$ cat config.mk
export PLATFORM = sky130hd
export DESIGN_NAME = dbus_arbiter_flat
export DESIGN_NICKNAME = d
export VERILOG_FILES = /design/src/rtl/dbus_arbiter_pkg.sv /design/src/rtl/dbus_arbiter_if.sv /design/src/rtl/dbus_arb_pick.sv /design/src/rtl/dbus_arbiter.sv /design/src/flat_wrapper.sv
export SDC_FILE = /design/constraint.sdc
export NUM_CORES = 1
export LEC_CHECK = 0
export ABC_AREA = 0
export CAP_MARGIN = 20
export CORE_AREA = 8 8 315 317
export CTS_CLUSTER_DIAMETER = 50
export CTS_CLUSTER_SIZE = 14
export DETAILED_ROUTE_END_ITERATION = 10
export DIE_AREA = 0 0 323 325
export SLEW_MARGIN = 0
export SYNTH_ARGS = -nofsm -noshare
export SYNTH_HDL_FRONTEND = slang
export SYNTH_SLANG_ARGS = --single-unit
$ cat constraint.sdc
create_clock -name clk -period 3.75 [get_ports clk]
set_input_delay 0.75 -clock clk [delete_from_list [all_inputs] [get_ports clk]]
set_output_delay 0.75 -clock clk [all_outputs]
set_load 0.02 [all_outputs]
$ cat src/rtl/dbus_arbiter_pkg.sv
// dbus_arbiter_pkg: shared bus types, FSM states and requester indices for dbus_arbiter.
package dbus_arbiter_pkg;
  localparam int DBUS_ARB_NREQ = 3;
  localparam int ARB_MEM = 0;
  localparam int ARB_PTW = 1;
  localparam int ARB_AUX = 2;
  // MSIZE8 encodes as zero so an all-zero request is a full-width access
  typedef enum logic [1:0] {
    MSIZE8 = 2'd0,
    MSIZE1 = 2'd1,
    MSIZE2 = 2'd2,
    MSIZE4 = 2'd3
  } msize_t;
  typedef struct packed {
    logic        valid;
    logic [63:0] addr;
    msize_t      size;
    logic [63:0] data;
    logic [7:0]  strobe;
  } dbus_req_t;
  typedef struct packed {
    logic        data_ok;
    logic [63:0] data;
  } dbus_resp_t;
  typedef enum logic [1:0] {ARB_IDLE, ARB_BUSY, ARB_HOLD} arb_state_t;
  function automatic int wrap_inc(int i, int n);
    return (i + 1 == n) ? 0 : i + 1;
  endfunction
endpackage

$ cat src/rtl/dbus_arbiter_if.sv
// dbus_arbiter_if: requester-side and shared-bus-side signals of the data-bus arbiter.
interface dbus_arbiter_if import dbus_arbiter_pkg::*; #(
  parameter int NREQ = DBUS_ARB_NREQ
);
  localparam int IDX_W = $clog2(NREQ);
  dbus_req_t        ireqs [NREQ];
  logic [NREQ-1:0]  ilock;
  dbus_resp_t       oresps [NREQ];
  dbus_req_t        oreq;
  dbus_resp_t       iresp;
  logic [IDX_W-1:0] grant_idx;
  logic             busy;
  modport slave (
    input  ireqs, ilock, iresp,
    output oresps, oreq, grant_idx, busy
  );
  modport master (
    output ireqs, ilock, iresp,
    input  oresps, oreq, grant_idx, busy
  );
endinterface

$ cat src/rtl/dbus_arb_pick.sv
// dbus_arb_pick: combinational winner picker; rotates the valid vector by the start pointer then priority-encodes.
module dbus_arb_pick #(
  parameter int NREQ = 3,
  parameter bit RR = 1'b0,
  localparam int IDX_W = $clog2(NREQ)
) (
  input  logic [NREQ-1:0]  i_valid,
  input  logic [IDX_W-1:0] i_start,
  output logic [IDX_W-1:0] o_win,
  output logic             o_any
);
  logic [IDX_W-1:0] w_start;
  logic [NREQ-1:0]  w_rot;
  logic [IDX_W:0]   w_off;
  logic [IDX_W:0]   w_sum;
  assign w_start = RR ? i_start : '0;
  assign w_rot = NREQ'({i_valid, i_valid} >> w_start);
  always_comb begin
    w_off = '0;
    for (int i = NREQ - 1; i >= 0; i--)
      if (w_rot[i]) w_off = (IDX_W + 1)'(i);
  end
  assign w_sum = w_off + {1'b0, w_start};
  assign o_win = IDX_W'((w_sum >= (IDX_W + 1)'(NREQ)) ? w_sum - (IDX_W + 1)'(NREQ) : w_sum);
  assign o_any = |i_valid;
endmodule

$ cat src/rtl/dbus_arbiter.sv
// dbus_arbiter: shares one data-bus port among NREQ requesters with lockable ownership.
// Define DBUS_ARB_RR_EN for round-robin arbitration; default build is fixed priority (index 0 highest).
module dbus_arbiter import dbus_arbiter_pkg::*; #(
  parameter int NREQ = DBUS_ARB_NREQ,
  localparam int IDX_W = $clog2(NREQ)
) (
  input logic          clk,
  input logic          reset,
  dbus_arbiter_if.slave bus
);
`ifdef DBUS_ARB_RR_EN
  localparam bit RR_EN = 1'b1;
`else
  localparam bit RR_EN = 1'b0;
`endif
  arb_state_t       r_state, w_state_nx;
  dbus_req_t        r_req, w_req_nx;
  logic [IDX_W-1:0] r_grant, w_grant_nx;
  logic [IDX_W-1:0] r_rr_ptr, w_rr_nx;
  logic [IDX_W-1:0] w_win;
  logic [NREQ-1:0]  w_valid;
  logic             w_any;
  always_comb
    for (int i = 0; i < NREQ; i++) w_valid[i] = bus.ireqs[i].valid;
  dbus_arb_pick #(.NREQ(NREQ), .RR(RR_EN)) u_pick (
    .i_valid(w_valid),
    .i_start(r_rr_ptr),
    .o_win  (w_win),
    .o_any  (w_any)
  );
  always_comb begin
    w_state_nx = r_state;
    w_req_nx   = r_req;
    w_grant_nx = r_grant;
    w_rr_nx    = r_rr_ptr;
    case (r_state)
      ARB_IDLE: if (w_any) begin
        w_state_nx = ARB_BUSY;
        w_grant_nx = w_win;
        w_req_nx   = bus.ireqs[w_win];
      end
      ARB_BUSY: if (bus.iresp.data_ok) begin
        w_state_nx = bus.ilock[r_grant] ? ARB_HOLD : ARB_IDLE;
        w_rr_nx    = IDX_W'(wrap_inc(int'(r_grant), NREQ));
      end
      ARB_HOLD: begin
        w_state_nx = bus.ireqs[r_grant].valid ? ARB_BUSY : (bus.ilock[r_grant] ? ARB_HOLD : ARB_IDLE);
        w_req_nx   = bus.ireqs[r_grant].valid ? bus.ireqs[r_grant] : r_req;
      end
      default: w_state_nx = ARB_IDLE;
    endcase
  end
  always_ff @(posedge clk or negedge reset)
    if (!reset) begin
      r_state  <= ARB_IDLE;
      r_req    <= '0;
      r_grant  <= '0;
      r_rr_ptr <= '0;
    end else begin
      r_state  <= w_state_nx;
      r_req    <= w_req_nx;
      r_grant  <= w_grant_nx;
      r_rr_ptr <= w_rr_nx;
    end
  // outputs decode from registered state so reset clears them without waiting for a clock
  always_comb begin
    bus.oreq = (r_state == ARB_BUSY) ? r_req : '0;
    for (int i = 0; i < NREQ; i++)
      bus.oresps[i] = (r_state == ARB_BUSY && bus.iresp.data_ok && r_grant == IDX_W'(i)) ? bus.iresp : '0;
  end
  assign bus.grant_idx = r_grant;
  assign bus.busy = r_state != ARB_IDLE;
endmodule

$ cat src/flat_wrapper.sv
// flat-port wrapper written by rule: the top's interface ports become plain ports
module dbus_arbiter_flat import dbus_arbiter_pkg::*;
#(
  parameter int NREQ = DBUS_ARB_NREQ,
  localparam int IDX_W = $clog2(NREQ)
)
  (clk, reset, bus_ireqs, bus_ilock, bus_iresp, bus_oresps, bus_oreq, bus_grant_idx, bus_busy);
  dbus_arbiter_if #(.NREQ(NREQ)) bus_i ();
  input logic clk;
  input logic reset;
  input wire logic [$bits(bus_i.ireqs)-1:0] bus_ireqs;
  input wire logic [$bits(bus_i.ilock)-1:0] bus_ilock;
  input wire logic [$bits(bus_i.iresp)-1:0] bus_iresp;
  output wire logic [$bits(bus_i.oresps)-1:0] bus_oresps;
  output wire logic [$bits(bus_i.oreq)-1:0] bus_oreq;
  output wire logic [$bits(bus_i.grant_idx)-1:0] bus_grant_idx;
  output wire logic [$bits(bus_i.busy)-1:0] bus_busy;
  assign bus_i.ireqs = {>>{bus_ireqs}};
  assign bus_i.ilock = bus_ilock;
  assign bus_i.iresp = bus_iresp;
  assign bus_oresps = {>>{bus_i.oresps}};
  assign bus_oreq = bus_i.oreq;
  assign bus_grant_idx = bus_i.grant_idx;
  assign bus_busy = bus_i.busy;
  dbus_arbiter #(.NREQ(NREQ)) u_core (.clk(clk), .reset(reset), .bus(bus_i));
endmodule
==> impl_summary.txt <==
----------------------------------------------------
[Outcome]
  Result of the run ... completed

[STA]
  Worst-case headroom to the max-slew limit ... 40.4%
  Unrepaired setup endpoints after global routing ... false
  Setup violations, final ... 0
  Pin slew with the least headroom to its limit ... 894 ps
  Final worst-path setup slack ... 228 ps
  Fin crit period ... 3520 ps
  Number of pins exceeding their max-slew limit in the final report ... 0
  Hold Vio Cnt, Final ... 0
  Setup TNS ... 0 ps
  Clock tree skew after final layout ... 22.4 ps
  Ratio of final minimum period to clock period ... 93.9%
  Fmax ... 284 MHz
  Worst hold margin ... 318 ps

[Synthesis]
  Synthesized area divided by synthesized cell count ... 8.76 µm²
  Share of synthesized area occupied by flip-flops and latches ... 24.4%
  Syn nets ... 2164
  Cell area after technology mapping ... 14700 µm²
  Yosys Warn Count ... 0
  Post-synthesis cell count ... 1677
  Flops & latches, synth ... 143
  Number of different library cells in the post-synthesis netlist ... 32

[Route]
  DRC ... 0
  Total via count after detailed routing ... 17020
  DR WL/cell ... 25.4 µm
  Post-detailed-route count of antenna-violating nets ... 0
  Via-to-Cell Ratio ... 4.66
  1st-iter DRT viols ... 1168
  Post-detailed-routing wire length ... 92600 µm
  Iteration count of the initial detailed-routing pass ... 5

[Power and ir drop]
  Power dissipated by switching net loads ... 7180 µW
  Combinational power share ... 70.3%
  Clock network fraction of total power ... 12.1%
  Power per unit of standard cell area ... 641 nW/µm²
  Standby leakage power ... 0.00976 µW
  Overall power consumption ... 16000 µW
  Part of the total power dissipated in sequential elements ... 17.7%
  Internal Pwr Total ... 8820 µW
  Largest voltage drop on the vdd net ... 0.000347 V
  Switching share of total power ... 44.9%

[Placement]
  Worst-case setup slack after placement ... 224 ps
  IO Port Bufs ... 823
  Final RePlAce weighted congestion ... 0.907
  HPWL reported at the end of detailed placement ... 71200 µm

[Setup path]
  Slowest stage cell on the critical path ... clkdlybuf4s50_1
  Largest delay share family, worst path ... buffers and inverters
  Endpoint required time on the critical path ... 3000 ps
  Critical path start-end classification ... reg2out
  CP bufs+invs ... 2
  Setup slack, reg-to-reg ... 950 ps
  CP Data Arrival Time ... 2770 ps
  Biggest fanout along the worst timing path ... 23
  Cell-by-cell trace of the critical path ... and2b_4, nand2_1, nor3b_2, buf_4, and2_1, clkdlybuf4s50_1
  Max incr delay on CP ... 620 ps
  Type of origin of the critical path ... flop
  Setup crit end kind ... primary output

[Die]
  Boundary pin count ... 824
  Core Area ... 94200 µm²
  Number of standard-cell rows in the floorplan ... 113
  X dimension of the die ... 323 µm
  Total Die Area ... 105000 µm²
  Height of the die ... 325 µm
  Starting density of the core ... 15.6%

[GRT]
  GRT Overall Usage ... 16.8%
  Pin count of the biggest net entering global routing ... 136
  Overflow left after global routing ... 0
  Global-route wire length before repair ... 132000 µm
  Number of global-route vias before repair ... 17320
  Initial antenna violation count ... 6

[Clocking]
  H-tree depth reported by CTS ... 4
  Cts-stage hold buffer count ... 0
  Count of clock tree sinks ... 143
  Master cell of the clock root buffer ... clkbuf_16
  Clock edge transition at the registers on the reported setup and hold paths ... 80 ps
  Number of buffers between clock root and the deepest sink ... 2
  TritonCTS Buffers ... 17
  Source-to-sink clock delay at the later pin of the worst-skew pair ... 480 ps
  CTS tree ... yes
  Post-CTS Repair Setup Buffers ... 0

[Final layout]
  Proportion of layout cells with a drive suffix above 1 ... 11.5%
  Post-layout net count ... 2855
  Final core utilization ... 26.5%
  Layout-stage area growth over the synthesis result ... 69.8%

[Job]
  Number of violations of the max-capacitance limit ... 0

[Hold path]
  Type of the tightest min-delay check ... in2async

----------------------------------------------------
==> layout make-up <==
class | count | area (µm²)
clock inverters | 14 | 155
well taps | 1265 | 1580
multi-input cells | 1325 | 10300
fillers | 10196 | 69200
inverters | 2 | 7.51
flip-flops and latches | 143 | 3590
diodes | 6 | 15.0
repair buffers | 879 | 8910
clock buffers | 18 | 439
==> sequential cells by signal (all words and copies together) (netlist names) <==
signal and count:
u_core.r_state 2, u_core.bus.grant_idx 2, u_core.r_req 139
==> cell usage after synthesis <==
master	n	area, µm²
buf_6	11	124
and3_1	1	6.26
nand2b_1	2	12.5
and3b_1	138	1210
a21oi_1	5	25.0
o2bb2ai_1	1	8.76
buf_1	7	26.3
nor2_1	2	7.51
nor3_1	2	10.0
nor3b_1	2	15.0
a2bb2oi_2	1	15.0
mux2_2	137	1540
mux2i_1	140	1400
nor2b_1	2	12.5
a211oi_4	1	20.0
a211oi_1	138	1040
and2b_1	1	7.51
clkbuf_2	1	5.00
buf_2	28	140
o21ai_0	138	691
inv_1	2	7.51
mux2_1	1	11.3
dfrtp_1	143	3580
clkbuf_1	160	601
nand3b_1	1	7.51
and2_1	331	2070
or2_2	2	12.5
a21o_1	1	7.51
or3b_2	1	8.76
o22ai_1	138	863
a2bb2oi_1	138	1210
nand2_1	1	3.75
==> logic make-up after synthesis <==
| family | Yosys count | share of synthesized area [%] |
|---|---|---|
| compound gates | 561 | 26.4 |
| buf+inv | 209 | 6.15 |
| flops | 143 | 24.4 |
| mux | 278 | 20.1 |
| simple gates | 486 | 23.0 |
==> worst reg2reg max path: stages, from the launching register on <==
cell and delay [ps]:
dfrtp_4 600, nor2b_4 230, buf_12 360, a2bb2oi_2 180, a211oi_4 300, buf_12 300
buf_12 310, mux2_2 400
==> repair_timing <==
action                                  4_1_cts  5_1_grt
endpoints found under the setup margin        0       14
hold endpoints to repair                      0        0
resized for setup                             0        1
==> layer usage <==
metal	routed length (µm)	track usage [%]	share of wire [%]	vias to the layer above
met2	42900	27.3	46	805
met3	8410	5.43	9.1	70
met1	39400	21.2	43	8431
met5	10	0	0.011	-
met4	1890	4.40	2.0	2
li1	-	-	-	7712
==> through the flow <==
| step | cell area, µm² | instances |
|---|---|---|
| final | 25000 | 3652 |
| after detailed placement | 24300 | 3614 |
| after global routing | 24900 | 3647 |
| after floorplan | 14700 | 1677 |
| after global placement | 24300 | 3614 |
| after CTS | 24900 | 3646 |
==> power by group through the flow <==
stage                     Clock [µW]  Combinational [µW]  Sequential (µW)
final                           1930               11200             2830
after global routing            2080               11900             2940
after CTS                       2050               11400             2840
after detailed placement           0               11300             2870
after global placement             0               11300             2840
after floorplan                    0                6590             2610
==> worst paths after layout <==
| path | startpoint | endpoint | depth (start not counted) |
|---|---|---|---|
| worst max-delay path | u_core.r_state[1] | bus_oresps[6] | 6 |
| worst min-delay path | reset | u_core.r_req[104] | 1 |
| worst max register to register | u_core.bus.grant_idx[0] | u_core.r_req[5] | 7 |
| worst min register to register | u_core.r_req[138] | u_core.r_req[138] | 1 |
| max in group asynchronous | reset | u_core.r_req[44] | 2 |
| min in group clk | u_core.r_req[138] | u_core.r_req[138] | 1 |
==> cells in the final DEF, fill, tap and decap left out, drive strengths merged, types with 19 or more instances in the layout <==
cell type,count
a2bb2oi,139
dfrtp,143
and3b,138
clkdlybuf4s50,789
and2,331
a211oi,139
mux2i,140
clkbuf,19
o21ai,138
buf,89
mux2,138
o22ai,138
Note: power is estimated with default switching activity, not from simulation.
